==> config.mk <==
export PLATFORM = sky130hd
export DESIGN_NAME = audio_rx_i2s
export DESIGN_NICKNAME = d
export VERILOG_FILES = /design/src/rtl/audio_rx_i2s.sv
export SDC_FILE = /design/constraint.sdc
export NUM_CORES = 1
export LEC_CHECK = 0
export CAP_MARGIN = 20
export CORE_ASPECT_RATIO = 0.9
export CORE_UTILIZATION = 50
export DETAILED_ROUTE_END_ITERATION = 12
export PLACE_DENSITY_LB_ADDON = 0.2
export SLEW_MARGIN = 10
export SYNTH_ARGS = -nofsm -noshare
export SYNTH_HDL_FRONTEND = slang
export SYNTH_SLANG_ARGS = --single-unit
==> constraint.sdc <==
create_clock -name iAudioClk -period 8.3 [get_ports iAudioClk]
set_clock_uncertainty 0.05 [all_clocks]
set_input_delay 1.245 -clock iAudioClk [delete_from_list [all_inputs] [get_ports iAudioClk]]
set_output_delay 1.245 -clock iAudioClk [all_outputs]
set_load 0.02 [all_outputs]
==> src/rtl/audio_rx_i2s.sv <==
// I2S receiver: oversampled BCLK/LRCLK/SD deserializer feeding a FWFT frame FIFO.
// Define AUDIO_RX_OVF_CNT_EN to add the saturating dropped-frame counter port.
module audio_rx_i2s #(
  parameter int pSamplingBitWidth = 16,
  parameter int pFifoDepthBit     = 4
) (
  input  logic                             iAudioClk,
  input  logic                             iAudioRst,
  input  logic                             iAudioRxEn,
  input  logic                             iAudioBclk,
  input  logic                             iAudioLrclk,
  input  logic                             iAudioSd,
  output logic [2*pSamplingBitWidth-1:0]   oAudioRxData,
  output logic                             oAudioRxVd,
  input  logic                             iAudioRxRdy,
  output logic [pFifoDepthBit:0]           oAudioRxCnt,
  output logic                             oAudioRxFull,
  output logic                             oAudioRxOvf,
`ifdef AUDIO_RX_OVF_CNT_EN
  output logic [15:0]                      oAudioRxOvfCnt,
`endif
  input  logic                             iAudioRxOvfClr
);

  localparam int W     = pSamplingBitWidth;
  localparam int DEPTH = 1 << pFifoDepthBit;
  localparam int CW    = $clog2(W + 1);
  localparam logic [CW-1:0] LAST = CW'(W - 1);
  localparam logic [W-1:0]  MSB  = {1'b1, {(W-1){1'b0}}};
  localparam logic [pFifoDepthBit:0] FULLV = (pFifoDepthBit+1)'(DEPTH);

  typedef enum logic [1:0] {IDLE, SYNC, CAPTURE, SKIP} state_t;

  logic bclk_s1, bclk_s2, bclk_s3;
  logic lr_s1, lr_s2, sd_s1, sd_s2;
  logic bclk_rise, lr_last;
  logic smp_vld, smp_lr, smp_sd, smp_bnd;

  state_t state, state_nx;
  logic cap_bit, word_done, start_word, clr;
  logic [CW-1:0] cnt;
  logic ch, have_left, push_q;
  logic [W-1:0] left_word, right_word;
  logic [W-1:0] mask, base, wr_word;

  logic [2*W-1:0] mem [DEPTH];
  logic [pFifoDepthBit:0] wptr, rptr, fill;
  logic full, vd, pop, push_ok, ovf_set;

  always_ff @(posedge iAudioClk or posedge iAudioRst) begin
    if (iAudioRst) begin
      bclk_s1 <= 1'b0;
      bclk_s2 <= 1'b0;
      bclk_s3 <= 1'b0;
      lr_s1   <= 1'b0;
      lr_s2   <= 1'b0;
      sd_s1   <= 1'b0;
      sd_s2   <= 1'b0;
    end else begin
      bclk_s1 <= iAudioBclk;
      bclk_s2 <= bclk_s1;
      bclk_s3 <= bclk_s2;
      lr_s1   <= iAudioLrclk;
      lr_s2   <= lr_s1;
      sd_s1   <= iAudioSd;
      sd_s2   <= sd_s1;
    end
  end

  assign bclk_rise = bclk_s2 & ~bclk_s3;

  // One registered sample per BCLK rise, tagged with LRCLK-change boundary
  always_ff @(posedge iAudioClk or posedge iAudioRst) begin
    if (iAudioRst) begin
      smp_vld <= 1'b0;
      smp_lr  <= 1'b0;
      smp_sd  <= 1'b0;
      smp_bnd <= 1'b0;
      lr_last <= 1'b0;
    end else begin
      smp_vld <= bclk_rise;
      if (bclk_rise) begin
        smp_lr  <= lr_s2;
        smp_sd  <= sd_s2;
        smp_bnd <= lr_s2 ^ lr_last;
        lr_last <= lr_s2;
      end
    end
  end

  always_ff @(posedge iAudioClk or posedge iAudioRst) begin
    if (iAudioRst) state <= IDLE;
    else           state <= state_nx;
  end

  always_comb begin
    state_nx = state;
    if (!iAudioRxEn) begin
      state_nx = IDLE;
    end else begin
      unique case (state)
        IDLE:    state_nx = SYNC;
        SYNC:    if (smp_vld & smp_bnd & ~smp_lr) state_nx = CAPTURE;
        CAPTURE: begin
          if (smp_vld & ~smp_bnd & (cnt == LAST)) state_nx = SKIP;
        end
        SKIP:    if (smp_vld & smp_bnd) state_nx = CAPTURE;
        default: state_nx = IDLE;
      endcase
    end
  end

  always_comb begin
    cap_bit    = 1'b0;
    word_done  = 1'b0;
    start_word = 1'b0;
    clr        = 1'b0;
    if (!iAudioRxEn || state == IDLE) begin
      clr = 1'b1;
    end else begin
      unique case (state)
        SYNC:    start_word = smp_vld & smp_bnd & ~smp_lr;
        CAPTURE: begin
          cap_bit    = smp_vld;
          word_done  = smp_vld & (smp_bnd | (cnt == LAST));
          start_word = smp_vld & smp_bnd;
        end
        SKIP:    start_word = smp_vld & smp_bnd;
        default: ;
      endcase
    end
  end

  // First bit of a word clears it, so short slots come out zero-filled
  always_comb begin
    mask    = MSB >> cnt;
    base    = (cnt == '0) ? '0 : (ch ? right_word : left_word);
    wr_word = smp_sd ? (base | mask) : (base & ~mask);
  end

  always_ff @(posedge iAudioClk or posedge iAudioRst) begin
    if (iAudioRst) begin
      cnt        <= '0;
      ch         <= 1'b0;
      have_left  <= 1'b0;
      left_word  <= '0;
      right_word <= '0;
      push_q     <= 1'b0;
    end else begin
      push_q <= word_done & ch & have_left;
      if (clr) begin
        cnt       <= '0;
        ch        <= 1'b0;
        have_left <= 1'b0;
      end else begin
        if (cap_bit) begin
          cnt <= cnt + 1'b1;
          if (ch) right_word <= wr_word;
          else    left_word  <= wr_word;
        end
        if (word_done) have_left <= ~ch;
        if (start_word) begin
          ch  <= smp_lr;
          cnt <= '0;
        end
      end
    end
  end

  assign fill    = wptr - rptr;
  assign vd      = (fill != '0);
  assign full    = (fill == FULLV);
  assign pop     = vd & iAudioRxRdy;
  assign push_ok = push_q & (~full | pop);
  assign ovf_set = push_q & full & ~pop;

  always_ff @(posedge iAudioClk) begin
    if (push_ok) mem[wptr[pFifoDepthBit-1:0]] <= {left_word, right_word};
  end

  always_ff @(posedge iAudioClk or posedge iAudioRst) begin
    if (iAudioRst) begin
      wptr        <= '0;
      rptr        <= '0;
      oAudioRxOvf <= 1'b0;
    end else begin
      if (push_ok) wptr <= wptr + 1'b1;
      if (pop)     rptr <= rptr + 1'b1;
      if (ovf_set)             oAudioRxOvf <= 1'b1;
      else if (iAudioRxOvfClr) oAudioRxOvf <= 1'b0;
    end
  end

`ifdef AUDIO_RX_OVF_CNT_EN
  always_ff @(posedge iAudioClk or posedge iAudioRst) begin
    if (iAudioRst) begin
      oAudioRxOvfCnt <= '0;
    end else if (iAudioRxOvfClr) begin
      oAudioRxOvfCnt <= {15'd0, ovf_set};
    end else if (ovf_set && oAudioRxOvfCnt != 16'hFFFF) begin
      oAudioRxOvfCnt <= oAudioRxOvfCnt + 16'd1;
    end
  end
`endif

  assign oAudioRxData = vd ? mem[rptr[pFifoDepthBit-1:0]] : '0;
  assign oAudioRxVd   = vd;
  assign oAudioRxCnt  = fill;
  assign oAudioRxFull = full;

endmodule

==> results of run 1 <==
cells in the final DEF, fill, tap and decap left out, types with 15 or more instances in the layout:
cell type / n
clkinv_1: 16
edfxtp_1: 512
mux2i_1: 41
a21oi_1: 23
buf_4: 39
mux4_2: 128
clkdlybuf4s50_1: 47
and3_1: 36
a211oi_1: 36
ha_1: 16
o21ai_0: 20
nand2_1: 93
dfrtp_1: 60
nor2_1: 33
clkbuf_16: 59
mux2_2: 15
cell usage after synthesis (16+ instances only):
cell,n
clkbuf_1,24
edfxtp_1,512
nand2_1,93
mux2i_1,41
ha_1,16
and3_1,36
nor2_1,33
o21ai_0,20
mux4_2,128
a21oi_1,23
nor3_1,18
dfrtp_1,64
buf_2,19
buf_4,16
a211oi_1,36
final cells by class:
class	count	area [sq um]	area share, %
Clock inverter	32	193.9	0.7464
Inverter	17	63.81	0.2456
Multi-Input combinational cell	533	5640	21.71
Tap cell	608	760.7	2.928
Sequential cell	576	16990	65.39
Timing Repair Buffer	88	805.8	3.101
Clock buffer	70	1528	5.880
worst max-delay path: cells and delay by family, from the launching register on:
kind                     cells  cell delay [ps]
AO/OA/AOI/OAI                2              320
flip-flops                   1              800
XOR/XNOR                     1              400
adder cells (fa/ha/maj)      1              590
buffers and inverters        3             1150
AND/OR/NAND/NOR              2              770
power breakdown:
part	leakage (nW)	internal (mW)	switching, mW
Sequential	5.59	3.12	0.0104
Clock	0.855	1.36	1.04
Combinational	2.30	0.00857	0.0126
Total	8.74	4.49	1.06
metrics by stage:
step / instances / hold WS [ps]
2_1_floorplan: 1192 / 281.2
3_3_place_gp: 1820 / 283.5
3_5_place_dp: 1821 / 284.7
4_1_cts: 1923 / 298.1
5_1_grt: 1924 / 303.2
6_report: 1924 / 296.3
metal layers:
metal	vias up	GRT usage, %
met4	0	6.274
met5	-	0
met3	62	2.591
li1	4965	-
met1	6034	29.03
met2	262	37.28
worst min path at each step:
stage / startpoint / end / slack (ps) / cells after the start
6_report: sd_s1 / sd_s2 / 300 / 0
5_1_grt: bclk_s1 / bclk_s2 / 300 / 0
4_1_cts: sd_s1 / sd_s2 / 300 / 0
3_5_place_dp: sd_s1 / sd_s2 / 280 / 0
3_3_place_gp: lr_s1 / lr_s2 / 280 / 0
2_1_floorplan: bclk_s1 / bclk_s2 / 280 / 0
cell families after synthesis:
| kind of cell | share of synthesized area [%] |
|---|---|
| compound gates | 3.093 |
| flops | 74.02 |
| mux | 15.14 |
| buf+inv | 1.762 |
| xor+xnor | 0.6710 |
| fa+ha+maj | 0.9602 |
| simple gates | 4.348 |
registers in the layout (all words and copies together), names as in the netlist, 2 cells and up:
signal / count
cnt: 5
right_word: 16
wptr: 5
rptr: 5
left_word: 16
state: 2
mem: 512
==> impl_metrics.tcl, run 1 <==
set metrics [dict create \
    drv_slew 0 \
    post_route_wl_um 48990 \
    route.detailed.vias_per_inst 5.885 \
    critical_path.endpoint "oAudioRxData[4]" \
    cts.htree.levels 2 \
    reg2reg_depth 8 \
    final-setup-viol-count 0 \
    syn_area_sq_um 22930 \
    synthTopCellsByArea "edfxtp_1, mux4_2, dfrtp_1" \
    vias_in_the_first_global_route 11720 \
    ws_path_type "register to primary output" \
    worst-r2r-setup-slack_ps 4500 \
    hold_class "register to register" \
    synth_cell_type_count 56 \
    drcViolationCount 0 \
    vdd_drop_max_mv 0.1493 \
    gpl_congestion 0.7839 \
    ctsRootBufferMaster "clkbuf_16" \
    place_hpwl_um 27730 \
    final_util_pct 57.38 \
    antennaDiodeCount 0 \
    num-fill-cells 3352 \
    global_route_wire_length_before_repair_um 73770 \
    worst_setup_hold_path_clk_slew_ps 60 \
    num_rows 74 \
    synth_fp_nets 1217 \
    startpoint "rptr[1]" \
    syn2layout_area_growth_pct 13.28 \
    crit_path_max_fanout 56 \
    drt_iter0_drc 889 \
    timing.critical_path.slowest_stage_cell "dfrtp_4" \
    num_io_pins 48 \
    detailed_place.area_sq_um 24230 \
    totalNegativeSetupSlack_ps 0 \
    met2RoutedLength_um 24990 \
    number_of_nets_at_the_end_of_the_flow 1298 \
    timing.rr.start "rptr[1]" \
    postCtsSetupBuffers 0 \
    numCtsBuffers 57 \
    path_cells "fa_1 -> nand2b_1 -> a21oi_2 -> xor2_2 -> inv_2 -> nor2_4 -> buf_4 -> a211oi_1 -> clkdlybuf4s50_1" \
    drt_pass1_iterations 5 \
    relSlewSlack_pct 39.32 \
    pwr_per_cell_area_nw_per_um2 213.4 \
    ys.flop_type "edfxtp_1" \
    cts_hold_buffers 0 \
    finalCriticalPeriod_ps 5974 \
    ys_warn_count 0 \
    cts_resized 0 \
    unrepaired_setup_endpoints_after_global_routing "false" \
    synth-seq-area-share_pct 74.02 \
    synthDominantAreaCellType "edfxtp_1" \
    detail_route.wirelength.met1_um 21120 \
    grt_antenna_before_repair 0 \
    die_height_um 205.2 \
    floorplan.core_area_sq_um 45280 \
    syn_avg_cell_area_sq_um 19.24 \
    grt_usage_pct 21.56 \
    number_of_clock_sinks 576 \
    finalCritPeriodShare_pct 71.97 \
    max-clock-path-buffers 3 \
    grt_start_max_net_pins 65 \
    crit_required_ps 7010 \
    cp_slowest_stage_delay_ps 800 \
    die_width_um 227.8 \
    synth_enable_flop_cells 512 \
    route.top_layer_used "met4" \
    totalPowerFinal_mw 5.545 \
    wl_met3_um 1966 \
    cellLeakagePower_nw 8.745 \
    critical_path.startpoint_type "register" \
    route.detailed.wl_per_inst_um 25.46 \
    drv.max_cap_violation_count 0 \
    crit_arrival_ps 4680 \
    status "complete, no violations" \
    timing.critical_path.to_type "primary output" \
    drt.antenna.violating_nets 0 \
    place_worst_setup_slack_ps 2634 \
    synth.ff_latch_count 576 \
    yosysTopAreaCellShare_pct 67.04 \
    tritoncts "done" \
    grt-ovfl-total 0 \
    hold_viol 0 \
    worst_pin_slew_ps 910.3 \
    fmax_mhz 167.4 \
    async_reset_ff_share_pct 11.11 \
    synthesis.instances 1192 \
    port-buffer-count 47 \
    drive_gt1_share_pct 22.42 \
    finish.instance_area_sq_um 25980 \
    layout_setup_ws_ps 2326 \
    dr_total_vias 11320 \
    clock_insertion_delay_worst_skew_ps 600 \
    dieArea_sq_um 46730 \
    floorplan.initialDensity_pct 50.65 \
    timing.rr.end "mem[3][21]" \
]
Note: power is estimated with default switching activity, not from simulation.
==> inputs of run 2 (changes only) <==
==> constraint.sdc (replaced) <==
create_clock -name iAudioClk -period 5.2 [get_ports iAudioClk]
set_clock_uncertainty 0.05 [all_clocks]
set_input_delay 0.78 -clock iAudioClk [delete_from_list [all_inputs] [get_ports iAudioClk]]
set_output_delay 0.78 -clock iAudioClk [all_outputs]
set_load 0.02 [all_outputs]
==> run 2 against run 1 <==
Against the previous run: first-iteration DRC count grew 8.4%; register-to-register slack lost 3000 ps; non-clock buffer count increased by 1; largest cell class unchanged; total power rose by 63%.
==> impl_metrics.tcl, run 2 (synthesized netlist as in run 1, its figures left out) <==
set metrics [dict create \
    numCtsBuffers 57 \
    relSlewSlack_pct 26.56 \
    grt_start_max_net_pins 59 \
    timing.rr.end "mem[2][16]" \
    num_rows 74 \
    gpl_congestion 0.8065 \
    unrepaired_setup_endpoints_after_global_routing "false" \
    drv.max_cap_violation_count 0 \
    number_of_clock_sinks 576 \
    drv_slew 0 \
    floorplan.initialDensity_pct 50.65 \
    ctsRootBufferMaster "clkbuf_16" \
    route.detailed.vias_per_inst 5.862 \
    hp-start "sd_s1" \
    postCtsSetupBuffers 0 \
    grt_antenna_before_repair 0 \
    num-fill-cells 3353 \
    clock_insertion_delay_worst_skew_ps 600 \
    number_of_nets_at_the_end_of_the_flow 1299 \
    fmax_mhz 208.4 \
    hold_viol 0 \
    crit_arrival_ps 3970 \
    worst-r2r-setup-slack_ps 1550 \
    drive_gt1_share_pct 22.83 \
    register_area_sq_um 16990 \
    dr_total_vias 11320 \
    drt.antenna.violating_nets 0 \
    whs_path_depth 0 \
    crit_required_ps 4370 \
    vdd_drop_max_mv 0.2604 \
    max-clock-path-buffers 3 \
    largest_register_ffs 512 \
    floorplan.core_area_sq_um 45280 \
    finish.instance_area_sq_um 26090 \
    layout_commonest_cell "edfxtp_1" \
    ws_path_type "register to primary output" \
    critical_path.startpoint_type "register" \
    num_io_pins 48 \
    drt_iter0_drc 964 \
    worst_setup_hold_path_clk_slew_ps 60 \
    route.detailed.wl_per_inst_um 25.51 \
    drt_pass1_iterations 5 \
    reg2reg_depth 10 \
    post_route_wl_um 49270 \
    vias_in_the_first_global_route 11470 \
    leading_cell_types_in_the_layout_fill_and_taps_excluded "edfxtp_1, mux4_2, nand2_1" \
    worst_pin_slew_ps 1102 \
    hold_class "register to register" \
    status "complete, no violations" \
    crit_path_max_fanout 34 \
    timing.rr.start "rptr[2]" \
    totalPowerFinal_mw 9.029 \
    cellLeakagePower_nw 8.798 \
    port-buffer-count 47 \
    final-setup-viol-count 0 \
    grt-ovfl-total 0 \
    holdPathEnd "sd_s2" \
    tritoncts "done" \
    grt_usage_pct 21.46 \
    cts_resized 0 \
    timing.critical_path.to_type "primary output" \
    antennaDiodeCount 0 \
    place_hpwl_um 26860 \
    global_route_wire_length_before_repair_um 73060 \
    die_width_um 227.8 \
    drcViolationCount 0 \
    finalCriticalPeriod_ps 4798 \
    pwr_per_cell_area_nw_per_um2 346.1 \
    finalCritPeriodShare_pct 92.26 \
    die_height_um 205.2 \
    cts.htree.levels 2 \
    detailed_place.area_sq_um 24230 \
    multi_input_gate_area_in_the_final_layout_sq_um 5634 \
    dieArea_sq_um 46730 \
    syn2layout_area_growth_pct 13.75 \
    cts_hold_buffers 0 \
]
[run 2: cell types whose count changed in the layout (fill, tap and decap cells not counted)]
cell       delta
buf_12        +1
buf_16        -1
clkinv_1     -10
clkbuf_8      +8
buf_4         +2
clkinv_2      -3
buf_8         -1
nor3_2        +1
clkbuf_16     +1
nor3_4        -1
clkbuf_1     +10
[run 2: final cells by class]
class	instances	area share, %
Tap cell	608	2.916
Clock inverter	19	0.5420
Timing Repair Buffer	89	3.060
Clock buffer	89	6.518
Inverter	17	0.2446
Sequential cell	576	65.12
Multi-Input combinational cell	533	21.60
[run 2: worst max-delay path, cell delays in order, from the launching register on]
cell and delay [ps]:
dfrtp_4 420, buf_4 530, buf_4 690, mux4_2 340, nand2_1 50, and3_1 200
a211oi_1 400, clkdlybuf4s50_1 690
[run 2: routing by layer]
metal | vias up | GRT usage, % | share of wire (%)
li1 | 4962 | - | -
met2 | 271 | 36.01 | 50
met4 | 0 | 7.022 | 2.3
met1 | 6017 | 29.24 | 43
met3 | 70 | 3.063 | 4.0
met5 | - | 0 | 0
[run 2: stage by stage]
stage / hold WS, ps / setup slack, ps / TNS [ps] / cells / util [%]
3_5_place_dp: 290.5 / 886.8 / 0 / 1822 / 53.51
4_1_cts: 303.3 / 229.0 / 0 / 1930 / 57.57
5_1_grt: 304.5 / 150.4 / 0 / 1931 / 57.62
6_report: 300.6 / 402.3 / 0 / 1931 / 57.62
2_1_floorplan: 281.2 / -660.4 / -84530 / 1192 / -
3_3_place_gp: 283.2 / 921.9 / 0 / 1822 / 53.51
[run 2: worst max-delay path by stage]
stage	start	end	depth (start not counted)
floorplan	rptr[2]	mem[0][0]	10
global placement	rptr[0]	oAudioRxData[10]	7
detailed placement	rptr[0]	oAudioRxData[10]	7
CTS	rptr[0]	oAudioRxData[10]	7
global route	rptr[0]	oAudioRxData[10]	7
finish	rptr[0]	oAudioRxData[10]	7
[run 2: power breakdown]
group          internal [mW]  switching (mW)  total [mW]
clock                   2.34            1.66        4.00
combinational         0.0137          0.0210      0.0347
sequential              4.98          0.0172        5.00
